## src/rtl/generic_pack.sv

```systemverilog
// Shared types and default image geometry for the raster pixel source.
package generic_pack;

  localparam int img_width_bmp  = 64;
  localparam int img_height_bmp = 64;

  typedef enum logic [1:0] {IDLE, ACTIVE, HBLANK, VBLANK} src_state_t;
  typedef enum logic [1:0] {RAMP, BARS, CHECKER, FTAG} pattern_t;

endpackage

```

## src/rtl/rgb_frame_source_if.sv

```systemverilog
// Pixel stream from the frame source to the pixel-domain frame checker.
interface rgb_frame_source_if #(
  parameter int CW = 12
);
  logic          valid;
  logic [7:0]    oRed;
  logic [7:0]    oGreen;
  logic [7:0]    oBlue;
  logic          sof;
  logic          eol;
  logic          eof;
  logic [CW-1:0] x_coord;
  logic [CW-1:0] y_coord;

  modport master (
    output valid, oRed, oGreen, oBlue, sof, eol, eof, x_coord, y_coord
  );

  modport slave (
    input valid, oRed, oGreen, oBlue, sof, eol, eof, x_coord, y_coord
  );
endinterface

```

## src/rtl/rgb_pattern_lut.sv

```systemverilog
// Combinational test-pattern generator: (x, y, pattern, frame_idx) -> 24-bit RGB.
module rgb_pattern_lut import generic_pack::*; #(
  parameter int IMG_WIDTH = img_width_bmp,
  parameter int CW        = 12
) (
  input  logic [CW-1:0] x,
  input  logic [CW-1:0] y,
  input  pattern_t      pattern,
  input  logic [7:0]    frame_idx,
  output logic [23:0]   rgb
);
  localparam int BAR_W = IMG_WIDTH / 8;

  logic [CW+7:0] xe;
  logic [CW+7:0] ye;
  logic [7:0]    x8;
  logic [7:0]    y8;
  logic [CW-1:0] bar;

  always_comb begin
    // Zero-extend so the low byte exists even for narrow coordinate widths.
    xe  = {8'd0, x};
    ye  = {8'd0, y};
    x8  = xe[7:0];
    y8  = ye[7:0];
    bar = x / CW'(BAR_W);
    rgb = '0;
    case (pattern)
      RAMP:    rgb = {x8, y8, 8'(x8 + y8)};
      BARS:    rgb = {{8{bar[2]}}, {8{bar[1]}}, {8{bar[0]}}};
      CHECKER: rgb = {24{x8[3] ^ y8[3]}};
      FTAG:    rgb = {frame_idx, x8 ^ y8, ~x8};
      default: rgb = '0;
    endcase
  end
endmodule

```

## src/rtl/rgb_frame_source.sv

```systemverilog
// Raster pixel source: frames of IMG_WIDTH x IMG_HEIGHT with H/V blanking and
// selectable test patterns, all outputs registered on pixclk.
module rgb_frame_source import generic_pack::*; #(
  parameter int IMG_WIDTH  = img_width_bmp,
  parameter int IMG_HEIGHT = img_height_bmp,
  parameter int HBLANK     = 8,
  parameter int VBLANK     = 2,
  parameter int CW         = 12
) (
  input  logic               pixclk,
  input  logic               reset,
  input  logic               start,
  input  logic               stop,
  input  logic [1:0]         pattern,
  input  logic [7:0]         num_frames,
  rgb_frame_source_if.master pix,
  output logic [7:0]         frame_idx,
  output logic               busy,
  output logic               done
);
  // The last line's horizontal blanking is folded into the vertical blanking
  // so the frame period is a whole number of line periods.
  localparam int VB_CYC = HBLANK + VBLANK * (IMG_WIDTH + HBLANK);
  localparam int BW     = $clog2(VB_CYC + 1) + 1;

  src_state_t    state_p0, state_p1;
  logic [CW-1:0] x_p0, x_p1;
  logic [CW-1:0] y_p0, y_p1;
  logic [BW-1:0] bcnt_p0, bcnt_p1;
  logic [7:0]    frame_p0, frame_p1;
  pattern_t      pat_p0, pat_p1;
  logic [7:0]    nfr_p0, nfr_p1;
  logic          stop_p0, stop_p1;
  logic          done_p0, done_p1;
  logic          frame_end, last_frame;
  logic          vld_p0, vld_p1;
  logic          sof_p0, sof_p1;
  logic          eol_p0, eol_p1;
  logic          eof_p0, eof_p1;
  logic          busy_p1;
  logic [23:0]   rgb_p0, rgb_p1;

  // p0: next-pixel decision (state, coordinates, frame bookkeeping)
  always_comb begin
    state_p0   = state_p1;
    x_p0       = x_p1;
    y_p0       = y_p1;
    bcnt_p0    = bcnt_p1;
    frame_p0   = frame_p1;
    pat_p0     = pat_p1;
    nfr_p0     = nfr_p1;
    done_p0    = 1'b0;
    frame_end  = 1'b0;
    // Live stop is included so a stop on the eof cycle still ends the run.
    last_frame = stop_p1 || stop ||
                 (nfr_p1 != 8'd0 && frame_p1 == nfr_p1 - 8'd1);
    case (state_p1)
      IDLE: begin
        if (start) begin
          state_p0 = ACTIVE;
          x_p0     = '0;
          y_p0     = '0;
          frame_p0 = '0;
          pat_p0   = pattern_t'(pattern);
          nfr_p0   = num_frames;
        end
      end
      ACTIVE: begin
        if (x_p1 == CW'(IMG_WIDTH - 1)) begin
          if (y_p1 != CW'(IMG_HEIGHT - 1)) begin
            state_p0 = generic_pack::HBLANK;
            bcnt_p0  = '0;
          end else if (VBLANK > 0) begin
            state_p0 = generic_pack::VBLANK;
            bcnt_p0  = '0;
          end else begin
            frame_end = 1'b1;
          end
        end else begin
          x_p0 = x_p1 + 1'b1;
        end
      end
      generic_pack::HBLANK: begin
        if (bcnt_p1 == BW'(HBLANK - 1)) begin
          state_p0 = ACTIVE;
          x_p0     = '0;
          y_p0     = y_p1 + 1'b1;
        end else begin
          bcnt_p0 = bcnt_p1 + 1'b1;
        end
      end
      generic_pack::VBLANK: begin
        if (bcnt_p1 == BW'(VB_CYC - 1)) frame_end = 1'b1;
        else                            bcnt_p0   = bcnt_p1 + 1'b1;
      end
      default: state_p0 = IDLE;
    endcase
    if (frame_end) begin
      if (last_frame) begin
        state_p0 = IDLE;
        done_p0  = 1'b1;
      end else begin
        state_p0 = ACTIVE;
        x_p0     = '0;
        y_p0     = '0;
        frame_p0 = frame_p1 + 8'd1;
        pat_p0   = pattern_t'(pattern);
      end
    end
    stop_p0 = (state_p0 != IDLE) && (stop_p1 || stop);
  end

  assign vld_p0 = (state_p0 == ACTIVE);
  assign sof_p0 = vld_p0 && x_p0 == '0 && y_p0 == '0;
  assign eol_p0 = vld_p0 && x_p0 == CW'(IMG_WIDTH - 1);
  assign eof_p0 = eol_p0 && y_p0 == CW'(IMG_HEIGHT - 1);

  rgb_pattern_lut #(
    .IMG_WIDTH (IMG_WIDTH),
    .CW        (CW)
  ) u_lut (
    .x         (x_p0),
    .y         (y_p0),
    .pattern   (pat_p0),
    .frame_idx (frame_p0),
    .rgb       (rgb_p0)
  );

  // p1: registered state and outputs
  always_ff @(posedge pixclk) begin
    if (!reset) begin
      state_p1 <= IDLE;
      x_p1     <= '0;
      y_p1     <= '0;
      bcnt_p1  <= '0;
      frame_p1 <= '0;
      pat_p1   <= RAMP;
      nfr_p1   <= '0;
      stop_p1  <= 1'b0;
      done_p1  <= 1'b0;
      busy_p1  <= 1'b0;
      vld_p1   <= 1'b0;
      sof_p1   <= 1'b0;
      eol_p1   <= 1'b0;
      eof_p1   <= 1'b0;
      rgb_p1   <= '0;
    end else begin
      state_p1 <= state_p0;
      x_p1     <= x_p0;
      y_p1     <= y_p0;
      bcnt_p1  <= bcnt_p0;
      frame_p1 <= frame_p0;
      pat_p1   <= pat_p0;
      nfr_p1   <= nfr_p0;
      stop_p1  <= stop_p0;
      done_p1  <= done_p0;
      busy_p1  <= (state_p0 != IDLE);
      vld_p1   <= vld_p0;
      sof_p1   <= sof_p0;
      eol_p1   <= eol_p0;
      eof_p1   <= eof_p0;
      rgb_p1   <= vld_p0 ? rgb_p0 : 24'd0;
    end
  end

  assign pix.valid   = vld_p1;
  assign pix.oRed    = rgb_p1[23:16];
  assign pix.oGreen  = rgb_p1[15:8];
  assign pix.oBlue   = rgb_p1[7:0];
  assign pix.sof     = sof_p1;
  assign pix.eol     = eol_p1;
  assign pix.eof     = eof_p1;
  assign pix.x_coord = x_p1;
  assign pix.y_coord = y_p1;
  assign frame_idx   = frame_p1;
  assign busy        = busy_p1;
  assign done        = done_p1;
endmodule

```

## src/flat_wrapper.sv

```systemverilog
// flat-port wrapper written by rule: the top's interface ports become plain ports
module rgb_frame_source_flat import generic_pack::*;
#(
  parameter int IMG_WIDTH  = img_width_bmp,
  parameter int IMG_HEIGHT = img_height_bmp,
  parameter int HBLANK     = 8,
  parameter int VBLANK     = 2,
  parameter int CW         = 12
)
  (pixclk, reset, start, stop, pattern, num_frames, frame_idx, busy, done, pix_valid, pix_oRed, pix_oGreen, pix_oBlue, pix_sof, pix_eol, pix_eof, pix_x_coord, pix_y_coord);
  rgb_frame_source_if #(.CW(CW)) pix_i ();
  input  logic pixclk;
  input  logic reset;
  input  logic start;
  input  logic stop;
  input  logic [1:0] pattern;
  input  logic [7:0] num_frames;
  output logic [7:0] frame_idx;
  output logic busy;
  output logic done;
  output wire logic [$bits(pix_i.valid)-1:0] pix_valid;
  output wire logic [$bits(pix_i.oRed)-1:0] pix_oRed;
  output wire logic [$bits(pix_i.oGreen)-1:0] pix_oGreen;
  output wire logic [$bits(pix_i.oBlue)-1:0] pix_oBlue;
  output wire logic [$bits(pix_i.sof)-1:0] pix_sof;
  output wire logic [$bits(pix_i.eol)-1:0] pix_eol;
  output wire logic [$bits(pix_i.eof)-1:0] pix_eof;
  output wire logic [$bits(pix_i.x_coord)-1:0] pix_x_coord;
  output wire logic [$bits(pix_i.y_coord)-1:0] pix_y_coord;
  assign pix_valid = pix_i.valid;
  assign pix_oRed = pix_i.oRed;
  assign pix_oGreen = pix_i.oGreen;
  assign pix_oBlue = pix_i.oBlue;
  assign pix_sof = pix_i.sof;
  assign pix_eol = pix_i.eol;
  assign pix_eof = pix_i.eof;
  assign pix_x_coord = pix_i.x_coord;
  assign pix_y_coord = pix_i.y_coord;
  rgb_frame_source #(.IMG_WIDTH(IMG_WIDTH), .IMG_HEIGHT(IMG_HEIGHT), .HBLANK(HBLANK), .VBLANK(VBLANK), .CW(CW)) u_core (.pixclk(pixclk), .reset(reset), .start(start), .stop(stop), .pattern(pattern), .num_frames(num_frames), .pix(pix_i), .frame_idx(frame_idx), .busy(busy), .done(done));
endmodule
```

## config.mk

```make
export PLATFORM = sky130hd
export DESIGN_NAME = rgb_frame_source_flat
export DESIGN_NICKNAME = d
export VERILOG_FILES = /design/src/rtl/generic_pack.sv /design/src/rtl/rgb_frame_source_if.sv /design/src/rtl/rgb_pattern_lut.sv /design/src/rtl/rgb_frame_source.sv /design/src/flat_wrapper.sv
export SDC_FILE = /design/constraint.sdc
export NUM_CORES = 1
export LEC_CHECK = 0
export CAP_MARGIN = 40
export CORE_MARGIN = 8
export CORE_UTILIZATION = 54
export CTS_CLUSTER_SIZE = 10
export DETAILED_ROUTE_END_ITERATION = 10
export PLACE_DENSITY = 0.78
export SLEW_MARGIN = 20
export SYNTH_ARGS = -nofsm -noshare
export SYNTH_HDL_FRONTEND = slang
export SYNTH_SLANG_ARGS = --single-unit
```

## constraint.sdc

```tcl
create_clock -name pixclk -period 5.95 [get_ports pixclk]
set_clock_uncertainty 0.15 [all_clocks]
set_input_delay 0.595 -clock pixclk [delete_from_list [all_inputs] [get_ports pixclk]]
set_output_delay 0.595 -clock pixclk [all_outputs]
set_load 0.05 [all_outputs]
```

==> flow_summary.json <==
{
  "path_max_fanout": 19,
  "seq_area_frac_synth_pct": 34.5,
  "antenna_found_initial": 0,
  "async_reset_ff_share_pct": 0,
  "cp_slowest_cell": "dfxtp_1",
  "grt_pass1_wl_um": 24500,
  "cts_tree": "yes",
  "clk_pin_slew_ns": 0.09,
  "path_delay_family": "compound AO/OA/AOI/OAI gates",
  "grt_pass1_vias": 4710,
  "drv_cap": 0,
  "relSlewSlack_pct": 46.8,
  "cts_max_level": 3,
  "cts_hold_buf": 0,
  "dieArea_um2": 12300,
  "p_leak_nw": 2.25,
  "clock_sinks": 84,
  "overflow": 0,
  "dp_hpwl_um": 11200,
  "start_util_pct": 55.9,
  "crit_type": "reg2reg",
  "syn_to_final_growth_pct": 21.3,
  "status": "complete, no violations",
  "synth-edff-count": 0,
  "yosys_warnings": 0,
  "cp-end-kind": "flop",
  "ys_seq_elements": 84,
  "wire_per_inst_um": 19.6,
  "cp.arrival_ns": 4.82,
  "synth_fp_nets": 629,
  "grt_max_degree": 29,
  "clock_latency_ns": 0.37,
  "die_w_um": 111,
  "cp-start-kind": "flop",
  "postRouteAntennaNets": 0,
  "fp-row-count": 34,
  "cp_slowest_stage_delay_ns": 0.45,
  "synth.avg_cell_area_um2": 8.12,
  "worst_slew_pin_slew_ns": 0.798,
  "diodes": 0,
  "wl_um": 15200,
  "irDropWorstVdd_mv": 0.136,
  "die_h_um": 111,
  "fmax_mhz": 212,
  "synth_top_flop_cell": "dfxtp_1",
  "drcViolationCount": 0,
  "crit_buf_inv": 1,
  "final.setup.tns_ns": 0,
  "netlist_area_um2": 4880,
  "layout_common_cells": "dfxtp_1 (84), clkdlybuf4s50_1 (75), nor2_1 (60)",
  "fillCellCount": 752,
  "hp-class": "reg2reg",
  "power_density_nw_per_um2": 214,
  "fin_util_pct": 67.8,
  "crit_required_ns": 6.07,
  "synth_cell_types": 77,
  "final_net_count": 692,
  "drt_iter0_drc": 399,
  "cts_buffer_depth": 2,
  "finalCritPeriodShare_pct": 79.1,
  "final_common_cell": "dfxtp_1",
  "io_buffers": 75,
  "core_um2": 8720,
  "hold_violations": 0,
  "netlist_instances": 601,
  "critical_path.cell_chain": "inv_1 -> ha_1 -> o21bai_1 -> a2111oi_0 -> a311oi_1 -> a211oi_4 -> nor2_2 -> a21oi_1 -> ha_1 -> a21o_1 -> a21o_1 -> a21o_1 -> a21oi_1 -> o21bai_1 -> a21oi_1 -> xnor2_1 -> nand2_1 -> a311oi_1",
  "drv_slew": 0,
  "cts_resized": 0,
  "layout_min_cycle_time_ns": 4.71,
  "cts_root_buffer": "clkbuf_8",
  "cts_setup_buffers": 0,
  "rsz0062_at_grt": "no",
  "via_per_inst": 6.31,
  "grt_usage_pct": 23.9,
  "ioPinCount": 76,
  "vias": 4906,
  "cts_inserted_buffers": 9,
  "drive_gt1_share_pct": 7.17,
  "first_pass_iters": 5,
  "finalSetupViolCount": 0,
  "gp_congestion": 0.916
}
[stage by stage]
step                setup WS, ns  instances  power [mW]  area, µm²  hold WS, ns
floorplan                   1.63        601       0.737       4880        0.329
global placement            1.44        760       0.795       5680        0.355
detailed placement          1.31        760       0.797       5680        0.349
CTS                         1.28        776        1.26       5910        0.374
global route               0.853        777        1.31       5920        0.408
finish                      1.24        777        1.26       5920        0.376
[worst paths after layout]
path	startpoint	slack (ns)	to	cells past startpoint
worst min-delay path	u_core.nfr_p1[1]	0.38	u_core.nfr_p1[1]	2
worst max register to register	u_core.nfr_p1[0]	1.24	u_core.rgb_p1[7]	18
worst max-delay path	u_core.nfr_p1[0]	1.24	u_core.rgb_p1[7]	18
worst min register to register	u_core.nfr_p1[1]	0.38	u_core.nfr_p1[1]	2
[sequential cells by signal, indices dropped and copies added, names as in the netlist, 2 cells and up]
signal,cells
u_core.frame_idx,8
u_core.bcnt_p1,9
u_core.nfr_p1,8
u_core.pix.y_coord,12
u_core.pix.x_coord,12
u_core.state_p1,2
u_core.pat_p1,2
u_core.rgb_p1,24
[per-layer routing]
layer	GRT usage [%]	part of all wire, %
met3	6.71	8.9
met1	30.5	43
met4	8.18	2.0
met5	0	0
met2	37.8	46
[cells by family after synthesis]
family / after synthesis / share of synthesized area, %
compound gates: 157 / 21.4
fa+ha+maj: 14 / 3.75
simple gates: 254 / 27.5
buf+inv: 46 / 3.87
mux: 16 / 3.67
flops: 84 / 34.5
xor+xnor: 30 / 5.39
[area by class of cell]
cell class | count | area [µm²] | share of cell area, %
Multi-Input combinational cell | 471 | 3010 | 50.8
Sequential cell | 84 | 1680 | 28.4
Timing Repair Buffer | 82 | 801 | 13.5
Clock buffer | 10 | 138 | 2.33
Tap cell | 108 | 135 | 2.28
Clock inverter | 6 | 95.1 | 1.61
Inverter | 16 | 60.1 | 1.02
[cells in the mapped netlist, types with 2 or more instances]
library cell	count	area, µm²
and2_1	13	81.3
o21ai_0	19	95.1
nor3_1	21	105
nand4_1	15	93.8
and4b_1	2	20.0
nor2b_1	5	31.3
a2111oi_0	4	35.0
nand2_1	59	221
o21a_1	4	30.0
a21o_1	6	45.0
nand2b_1	10	62.6
o221ai_1	2	17.5
dfxtp_1	84	1680
or3_1	3	18.8
buf_2	7	35.0
a311oi_1	4	35.0
xnor2_1	15	131
and3_1	13	81.3
buf_1	2	7.51
a21oi_1	58	290
o21bai_1	4	30.0
nor4_4	2	42.5
mux2_2	5	56.3
and4_1	5	43.8
nor2_1	60	225
o21ai_1	8	40.0
nor4b_1	2	17.5
nand3_1	18	90.1
mux2i_1	10	100
inv_1	15	56.3
nand4b_1	3	26.3
xor2_1	15	131
a211oi_1	6	45.0
ha_1	13	163
nor4_1	6	37.5
a31oi_1	5	31.3
nand3b_1	2	15.0
o211ai_1	7	52.6
a2bb2oi_1	5	43.8
nor3b_1	5	37.5
clkbuf_1	20	75.1
or2_2	2	12.5
a22o_1	2	17.5
a32oi_1	2	17.5
[power breakdown]
part	switching [mW]	internal [mW]	total [mW]	leakage, nW
registers	0.0143	0.576	0.591	0.681
logic	0.130	0.0661	0.196	1.46
clock network	0.225	0.252	0.478	0.111
[worst reg2reg max path, stage by stage, from the launching register on]
cell and delay [ns]:
dfxtp_1 0.45, inv_1 0.10, ha_1 0.28, o21bai_1 0.17
a2111oi_0 0.38, a311oi_1 0.13, a211oi_4 0.43, nor2_2 0.25
a21oi_1 0.41, ha_1 0.32, a21o_1 0.19, a21o_1 0.19
a21o_1 0.18, a21oi_1 0.24, o21bai_1 0.09, a21oi_1 0.18
xnor2_1 0.13, nand2_1 0.07, a311oi_1 0.28
(Power assumes the default switching activity.)
